## config.mk

```make
export PLATFORM = sky130hd
export DESIGN_NAME = qam_tx_frame_ctrl_flat
export DESIGN_NICKNAME = d
export VERILOG_FILES = /design/src/rtl/qam_tx_frame_ctrl_if.sv /design/src/rtl/qam_tx_frame_ctrl.sv /design/src/flat_wrapper.sv
export SDC_FILE = /design/constraint.sdc
export NUM_CORES = 1
export LEC_CHECK = 0
export CORE_UTILIZATION = 40
export CTS_BUF_LIST = sky130_fd_sc_hd__clkbuf_4 sky130_fd_sc_hd__clkbuf_8
export CTS_CLUSTER_SIZE = 10
export DETAILED_ROUTE_END_ITERATION = 6
export PLACE_DENSITY = 0.7
export SLEW_MARGIN = 0
export SYNTH_ARGS = -nofsm -noshare
export SYNTH_HDL_FRONTEND = slang
export SYNTH_SLANG_ARGS = --single-unit
```

## constraint.sdc

```tcl
create_clock -name clk -period 2 [get_ports clk]
set_input_delay 0.4 -clock clk [delete_from_list [all_inputs] [get_ports clk]]
set_output_delay 0.4 -clock clk [all_outputs]
set_load 0.01 [all_outputs]
```

## src/rtl/qam_tx_frame_ctrl_if.sv

```systemverilog
// Host/datapath bundle for the 16-QAM transmit frame sequencer.
// The host uses the master modport and the sequencer uses the slave modport.
interface qam_tx_frame_ctrl_if #(
  parameter int LEN_W = 10
);
  logic             tx_req;
  logic [LEN_W-1:0] tx_len;
  logic             tx_abort;
  logic             tx_ack;
  logic             busy;
  logic             gen_enable;
  logic             lo_start;
  logic             preamble_sel;
  logic             sym_strobe;
  logic [LEN_W-1:0] sym_count;
  logic             tx_done;
  logic             err_zero_len;

  modport master (
    output tx_req, tx_len, tx_abort,
    input  tx_ack, busy, gen_enable, lo_start, preamble_sel,
    input  sym_strobe, sym_count, tx_done, err_zero_len
  );

  modport slave (
    input  tx_req, tx_len, tx_abort,
    output tx_ack, busy, gen_enable, lo_start, preamble_sel,
    output sym_strobe, sym_count, tx_done, err_zero_len
  );
endinterface

```

## src/rtl/qam_tx_frame_ctrl.sv

```systemverilog
// Frame sequencer for the 16-QAM transmit chain: WARMUP, PREAMBLE, PAYLOAD, GUARD, DONE on symbol boundaries.
// Optional macro QAM_TX_FRAME_CTRL_BACK2BACK_EN chains a new request from DONE straight into PREAMBLE.
module qam_tx_frame_ctrl #(
  parameter int SYM_CYCLES    = 4,
  parameter int PREAMBLE_SYMS = 8,
  parameter int GUARD_SYMS    = 4,
  parameter int LEN_W         = 10
) (
  input  logic                  clk,
  input  logic                  rst,
  qam_tx_frame_ctrl_if.slave    bus
);
  localparam int PH_W = (SYM_CYCLES > 1) ? $clog2(SYM_CYCLES) : 1;
  localparam logic [PH_W-1:0]  PH_LAST  = PH_W'(SYM_CYCLES - 1);
  localparam logic [LEN_W-1:0] PRE_LAST = LEN_W'(PREAMBLE_SYMS - 1);
  localparam logic [LEN_W-1:0] GRD_LAST = LEN_W'(GUARD_SYMS - 1);

  typedef enum logic [2:0] {
    IDLE,
    WARMUP,
    PREAMBLE,
    PAYLOAD,
    GUARD,
    DONE
  } state_t;

  state_t           state_reg, state_next;
  logic [PH_W-1:0]  phase_reg, phase_next;
  logic [LEN_W-1:0] seg_reg, seg_next;
  logic [LEN_W-1:0] len_reg, len_next;
  logic [LEN_W-1:0] count_reg, count_next;
  logic [LEN_W-1:0] count_inc;
  logic             sym_end;
  logic             ack_next;
  logic             err_next;
  logic             lo_hold;

  logic tx_ack_reg;
  logic busy_reg;
  logic gen_enable_reg;
  logic lo_start_reg;
  logic preamble_sel_reg;
  logic sym_strobe_reg;
  logic tx_done_reg;
  logic err_zero_len_reg;

  assign sym_end   = (phase_reg == PH_LAST);
  assign count_inc = count_reg + 1'b1;

`ifdef QAM_TX_FRAME_CTRL_BACK2BACK_EN
  // Keep the oscillator running through DONE when a follow-on frame is already pending.
  assign lo_hold = bus.tx_req && (bus.tx_len != '0);
`else
  assign lo_hold = 1'b0;
`endif

  always_comb begin
    state_next = state_reg;
    phase_next = sym_end ? '0 : phase_reg + 1'b1;
    seg_next   = seg_reg;
    len_next   = len_reg;
    count_next = count_reg;
    ack_next   = 1'b0;
    err_next   = 1'b0;

    case (state_reg)
      IDLE: begin
        if (bus.tx_req) begin
          if (bus.tx_len != '0) begin
            state_next = WARMUP;
            len_next   = bus.tx_len;
            count_next = '0;
            ack_next   = 1'b1;
          end else begin
            err_next = 1'b1;
          end
        end
      end
      WARMUP: begin
        if (bus.tx_abort) begin
          state_next = GUARD;
        end else if (sym_end) begin
          state_next = PREAMBLE;
        end
      end
      PREAMBLE: begin
        if (bus.tx_abort) begin
          state_next = GUARD;
        end else if (sym_end) begin
          if (seg_reg == PRE_LAST) begin
            state_next = PAYLOAD;
          end else begin
            seg_next = seg_reg + 1'b1;
          end
        end
      end
      PAYLOAD: begin
        // A symbol finishing together with an abort still counts as completed.
        if (sym_end) begin
          count_next = count_inc;
          if (count_inc == len_reg) begin
            state_next = GUARD;
          end
        end
        if (bus.tx_abort) begin
          state_next = GUARD;
        end
      end
      GUARD: begin
        if (sym_end) begin
          if (seg_reg == GRD_LAST) begin
            state_next = DONE;
          end else begin
            seg_next = seg_reg + 1'b1;
          end
        end
      end
      DONE: begin
        state_next = IDLE;
`ifdef QAM_TX_FRAME_CTRL_BACK2BACK_EN
        if (bus.tx_req) begin
          if (bus.tx_len != '0) begin
            state_next = PREAMBLE;
            len_next   = bus.tx_len;
            count_next = '0;
            ack_next   = 1'b1;
          end else begin
            err_next = 1'b1;
          end
        end
`endif
      end
      default: begin
        state_next = IDLE;
      end
    endcase

    // Every state entry starts a fresh symbol and a fresh segment count.
    if (state_next != state_reg || state_reg == IDLE) begin
      phase_next = '0;
      seg_next   = '0;
    end
  end

  always_ff @(posedge clk) begin
    if (rst) begin
      state_reg        <= IDLE;
      phase_reg        <= '0;
      seg_reg          <= '0;
      len_reg          <= '0;
      count_reg        <= '0;
      tx_ack_reg       <= 1'b0;
      busy_reg         <= 1'b0;
      gen_enable_reg   <= 1'b0;
      lo_start_reg     <= 1'b0;
      preamble_sel_reg <= 1'b0;
      sym_strobe_reg   <= 1'b0;
      tx_done_reg      <= 1'b0;
      err_zero_len_reg <= 1'b0;
    end else begin
      state_reg        <= state_next;
      phase_reg        <= phase_next;
      seg_reg          <= seg_next;
      len_reg          <= len_next;
      count_reg        <= count_next;
      tx_ack_reg       <= ack_next;
      err_zero_len_reg <= err_next;
      // Outputs are decoded from the next state so they line up with the registered state.
      busy_reg         <= (state_next != IDLE);
      gen_enable_reg   <= (state_next == PAYLOAD);
      preamble_sel_reg <= (state_next == PREAMBLE);
      lo_start_reg     <= (state_next inside {WARMUP, PREAMBLE, PAYLOAD, GUARD}) ||
                          ((state_next == DONE) && lo_hold);
      sym_strobe_reg   <= (state_next inside {PREAMBLE, PAYLOAD, GUARD}) &&
                          (phase_next == PH_LAST);
      tx_done_reg      <= (state_next == DONE);
    end
  end

  assign bus.tx_ack       = tx_ack_reg;
  assign bus.busy         = busy_reg;
  assign bus.gen_enable   = gen_enable_reg;
  assign bus.lo_start     = lo_start_reg;
  assign bus.preamble_sel = preamble_sel_reg;
  assign bus.sym_strobe   = sym_strobe_reg;
  assign bus.sym_count    = count_reg;
  assign bus.tx_done      = tx_done_reg;
  assign bus.err_zero_len = err_zero_len_reg;
endmodule

```

## src/flat_wrapper.sv

```systemverilog
// flat-port wrapper written by rule: the top's interface ports become plain ports
module qam_tx_frame_ctrl_flat 
#(
  parameter int SYM_CYCLES    = 4,
  parameter int PREAMBLE_SYMS = 8,
  parameter int GUARD_SYMS    = 4,
  parameter int LEN_W         = 10
)
  (clk, rst, bus_tx_req, bus_tx_len, bus_tx_abort, bus_tx_ack, bus_busy, bus_gen_enable, bus_lo_start, bus_preamble_sel, bus_sym_strobe, bus_sym_count, bus_tx_done, bus_err_zero_len);
  qam_tx_frame_ctrl_if #(.LEN_W(LEN_W)) bus_i ();
  input  logic clk;
  input  logic rst;
  input wire logic [$bits(bus_i.tx_req)-1:0] bus_tx_req;
  input wire logic [$bits(bus_i.tx_len)-1:0] bus_tx_len;
  input wire logic [$bits(bus_i.tx_abort)-1:0] bus_tx_abort;
  output wire logic [$bits(bus_i.tx_ack)-1:0] bus_tx_ack;
  output wire logic [$bits(bus_i.busy)-1:0] bus_busy;
  output wire logic [$bits(bus_i.gen_enable)-1:0] bus_gen_enable;
  output wire logic [$bits(bus_i.lo_start)-1:0] bus_lo_start;
  output wire logic [$bits(bus_i.preamble_sel)-1:0] bus_preamble_sel;
  output wire logic [$bits(bus_i.sym_strobe)-1:0] bus_sym_strobe;
  output wire logic [$bits(bus_i.sym_count)-1:0] bus_sym_count;
  output wire logic [$bits(bus_i.tx_done)-1:0] bus_tx_done;
  output wire logic [$bits(bus_i.err_zero_len)-1:0] bus_err_zero_len;
  assign bus_i.tx_req = bus_tx_req;
  assign bus_i.tx_len = bus_tx_len;
  assign bus_i.tx_abort = bus_tx_abort;
  assign bus_tx_ack = bus_i.tx_ack;
  assign bus_busy = bus_i.busy;
  assign bus_gen_enable = bus_i.gen_enable;
  assign bus_lo_start = bus_i.lo_start;
  assign bus_preamble_sel = bus_i.preamble_sel;
  assign bus_sym_strobe = bus_i.sym_strobe;
  assign bus_sym_count = bus_i.sym_count;
  assign bus_tx_done = bus_i.tx_done;
  assign bus_err_zero_len = bus_i.err_zero_len;
  qam_tx_frame_ctrl #(.SYM_CYCLES(SYM_CYCLES), .PREAMBLE_SYMS(PREAMBLE_SYMS), .GUARD_SYMS(GUARD_SYMS), .LEN_W(LEN_W)) u_core (.clk(clk), .rst(rst), .bus(bus_i));
endmodule
```

==> metrics.md <==
| Metric | Value |
|---|---|
| Status | finished, violations left |
| Failing checks | setup timing |
| Pleak | roughly 1.2 nW |
| Register area share after synthesis | about two fifths |
| Met2 usage in global routing | 33.48% |
| Met3 global-route usage | about 4.6% |
| CP max stage cell | or3_4 |
| Chip height | approximately 77 um |
| Pwr Total | approximately 1.7 mW |
| DRT Pass-1 Iters | 5 |
| IO Pins | 32 |
| Worst-margin pin slew | between 0.4 and 0.5 ns |
| Clk slew on worst S/H paths | around 0.08 ns |
| NetSw | roughly 0.45 mW |
| Mapped cell area | around 2200 um^2 |
| Maximum VDD drop | around 0.00036 V |
| Hold Crit Depth | 3 |
| GRT Total Usage | 21.27% |
| Ys async rst share | 0% |
| Clk buf depth | 2 |
| Core area | ~5200 um^2 |
| Commonest non-fill, non-tap cell in the layout | buf_4 |
| Reg2reg start | u_core.bus.sym_count[0] |
| DRC | 0 |
| Largest net degree at the start of global routing | 32 |
| Die area | 5877 um^2 |
| Area of the multi-input gates | 1469 um^2 |
| Hold crit path type | in2reg |
| Flop2flop setup slack | -0.07 ns |
| ANT cells | 0 |
| CP Launch Type | flip-flop |
| Vias in the first global route | 2083 |
| Clock share of power | 31.7% |
| RSZ-0062 raised after global routing | true |
| Die W | ~77 um |
| WL final | 6139 um |
| R2R depth | 7 |
| Initial antenna violation count | 0 |
| Post-synthesis net count | 277 |
| Switching share of power | roughly a quarter |
| GP Congestion | between 0.8 and 0.9 |
| # fillers | 418 |
| Hold EP | u_core.len_reg[0] |
| Global Route met1 Usage | 28.34% |
| Layout cell share with drive strength beyond 1 | about 30% |
| Hold_buf cts | 0 |
| CTS tree | yes |
| IO buf count | 31 |
| Post-Syn Area per Cell | ~8.6 um^2 |
| Most frequent cells in the layout | buf_4 (53), dfxtp_1 (36), nor2_1 (31) |
| EDFF count, synth | 0 |
| Kind of critical path | reg2reg |
| Final ANT Viol Nets | 0 |
| R2r endpoint | u_core.bus.lo_start |
| Crit path buffers/inverters | 0 |
| # rows | 26 |
| Worst hold start | bus_tx_len[0] |
| Layout area overhead | 49.16% |
| Initial DRC Count | 220 |
| Seq pwr share | ~52% |
| Register area | ~870 um^2 |
| Initial Util | a little over two fifths |
| CTS Sinks | 43 |
| NumNets Final | 358 |
| CP endpoint kind | flip-flop |
| Slack of the critical path | -0.07034 ns |
| Cells after Synth | 260 |
| Ys flop type | dfxtp_1 |
| Later-pin clock latency in the skew report | around 0.30 ns |
| Fin. max-slew vios | 0 |
| Worst endpoint required time | 2.21 ns |
| Crit-path max FO | 4 |
| Setup violations, final | 16 |
| DPL Wire Length | about 4300 um |
| Tcrit/Tclk final | 103.5% |
| Period minus WS final | 2.070 ns |
| Post-route cell area | between 3000 and 4000 um^2 |
| Drt via density | 5.490 |
| Final Hold Viols | 0 |
| WP data arrival | about 2.3 ns |
| Yosys cell types | 50 |
| Comb pwr share | roughly 17% |
| Top Usage Layer GRT | met2 |
| Register bit count reported by yosys | 43 |
| Via count | approximately 2300 |
| Max stage delay on crit path | 0.39 ns |
| Relative slew margins | 71.04% |
| CTS buffer count | 5 |
| H-tree depth | 2 |
| CP cell instances | ha_4, nand3_2, or3_4, a221oi_4, nand4_4, o21a_4, a311oi_2 |
| First-pass GRT wire length | 9998 um |
| Pint | 1.295 mW |
| Delay-heaviest family, CP | compound AO/OA/AOI/OAI gates |
| FMAX | approximately 0.48 GHz |
| GRT overflow | 0 |
| Worst Skew | about 0.011 ns |
| Root buffer cell | clkbuf_8 |
| Placed Area | approximately 2900 um^2 |
| Drt wl/cell | about 15 um |
| Max-Cap Viols | 0 |
| Cell area power density | roughly 530 nW/um^2 |
| Syn. warnings | 0 |
[layer usage]
layer	up-vias	share of wire, %
li1	1112	-
met1	1061	45
met2	76	48
met3	13	4.8
met4	0	2.7
met5	-	0
[cells by family after synthesis]
family / synth area share, %
muxes: 4.938
AOI/OAI and AO/OA: 18.46
xor gates and xnor gates: 8.474
DFF: 38.61
buffers and inverters: 4.377
and+or+nand+nor: 23.46
adders and majority gates: 1.684
[metrics by stage]
| step | hold slack [ns] | cells | setup WS, ns | util, % | TNS (ns) |
|---|---|---|---|---|---|
| after floorplan | 0.4238 | 260 | 0.005196 | - | 0 |
| after global placement | 0.4372 | 395 | -0.4098 | 56.31 | -10.74 |
| after detailed placement | 0.4639 | 395 | -0.4528 | 56.31 | -12.62 |
| after CTS | 0.4802 | 409 | -0.07956 | 60.99 | -0.5298 |
| after global routing | 0.4751 | 412 | -0.1141 | 63.50 | -1.541 |
| final | 0.4182 | 412 | -0.07034 | 63.50 | -0.4751 |
[cells in the mapped netlist, types with 3 or more instances]
library cell	number	share of area [%]
clkbuf_1	8	1.3
o21ai_0	11	2.5
mux2i_1	11	4.9
nor3_1	6	1.3
nand2b_1	3	0.84
buf_4	3	1.0
nor2_1	32	5.4
nand4_1	4	1.1
a311oi_1	4	1.6
dfxtp_1	43	39
inv_1	8	1.3
ha_1	3	1.7
and2_1	3	0.84
buf_2	3	0.67
a21oi_1	20	4.5
nand3_1	13	2.9
xnor2_1	17	6.7
or3_1	4	1.1
nor4_1	4	1.1
nand2_1	13	2.2
a31oi_1	7	2.0
and4_1	3	1.2
[worst min-delay path, delay by kind of cell]
family        cells  cell delay, ns
mux               1            0.08
buf+inv           1            0.12
simple gates      1            0.08
[worst max path at each step]
stage,start,to,slack (ns),cells past startpoint
6_report,u_core.bus.sym_count[0],u_core.bus.lo_start,-0.07,7
5_1_grt,u_core.bus.sym_count[0],u_core.bus.lo_start,-0.11,7
3_3_place_gp,bus_tx_req,u_core.bus.sym_count[4],-0.41,8
3_5_place_dp,bus_tx_req,u_core.bus.sym_count[4],-0.45,8
2_1_floorplan,u_core.bus.sym_count[3],u_core.bus.lo_start,0.005,7
4_1_cts,u_core.bus.sym_count[1],u_core.bus.lo_start,-0.08,8
[cell type report]
class	count	area share (%)
multi-input combinational	195	44.17
sequential	43	26.30
timing repair buffer	88	23.33
tap	70	2.634
clock buffer	6	2.295
inverter	8	0.9029
clock inverter	2	0.3762
[power by group through the flow]
stage	combinational (mW)	clock, mW	sequential [mW]
3_5_place_dp	0.235	0	0.920
2_1_floorplan	0.134	0	0.919
6_report	0.293	0.555	0.901
5_1_grt	0.315	0.614	0.905
4_1_cts	0.269	0.564	0.900
3_3_place_gp	0.231	0	0.918
[what timing repair did]
action	4_1_cts	5_1_grt
resized for setup	16	22
setup buffers	6	3
pin swaps	11	9
endpoints found under the setup margin	29	36
No activity file was read; power rests on OpenSTA's default activity.
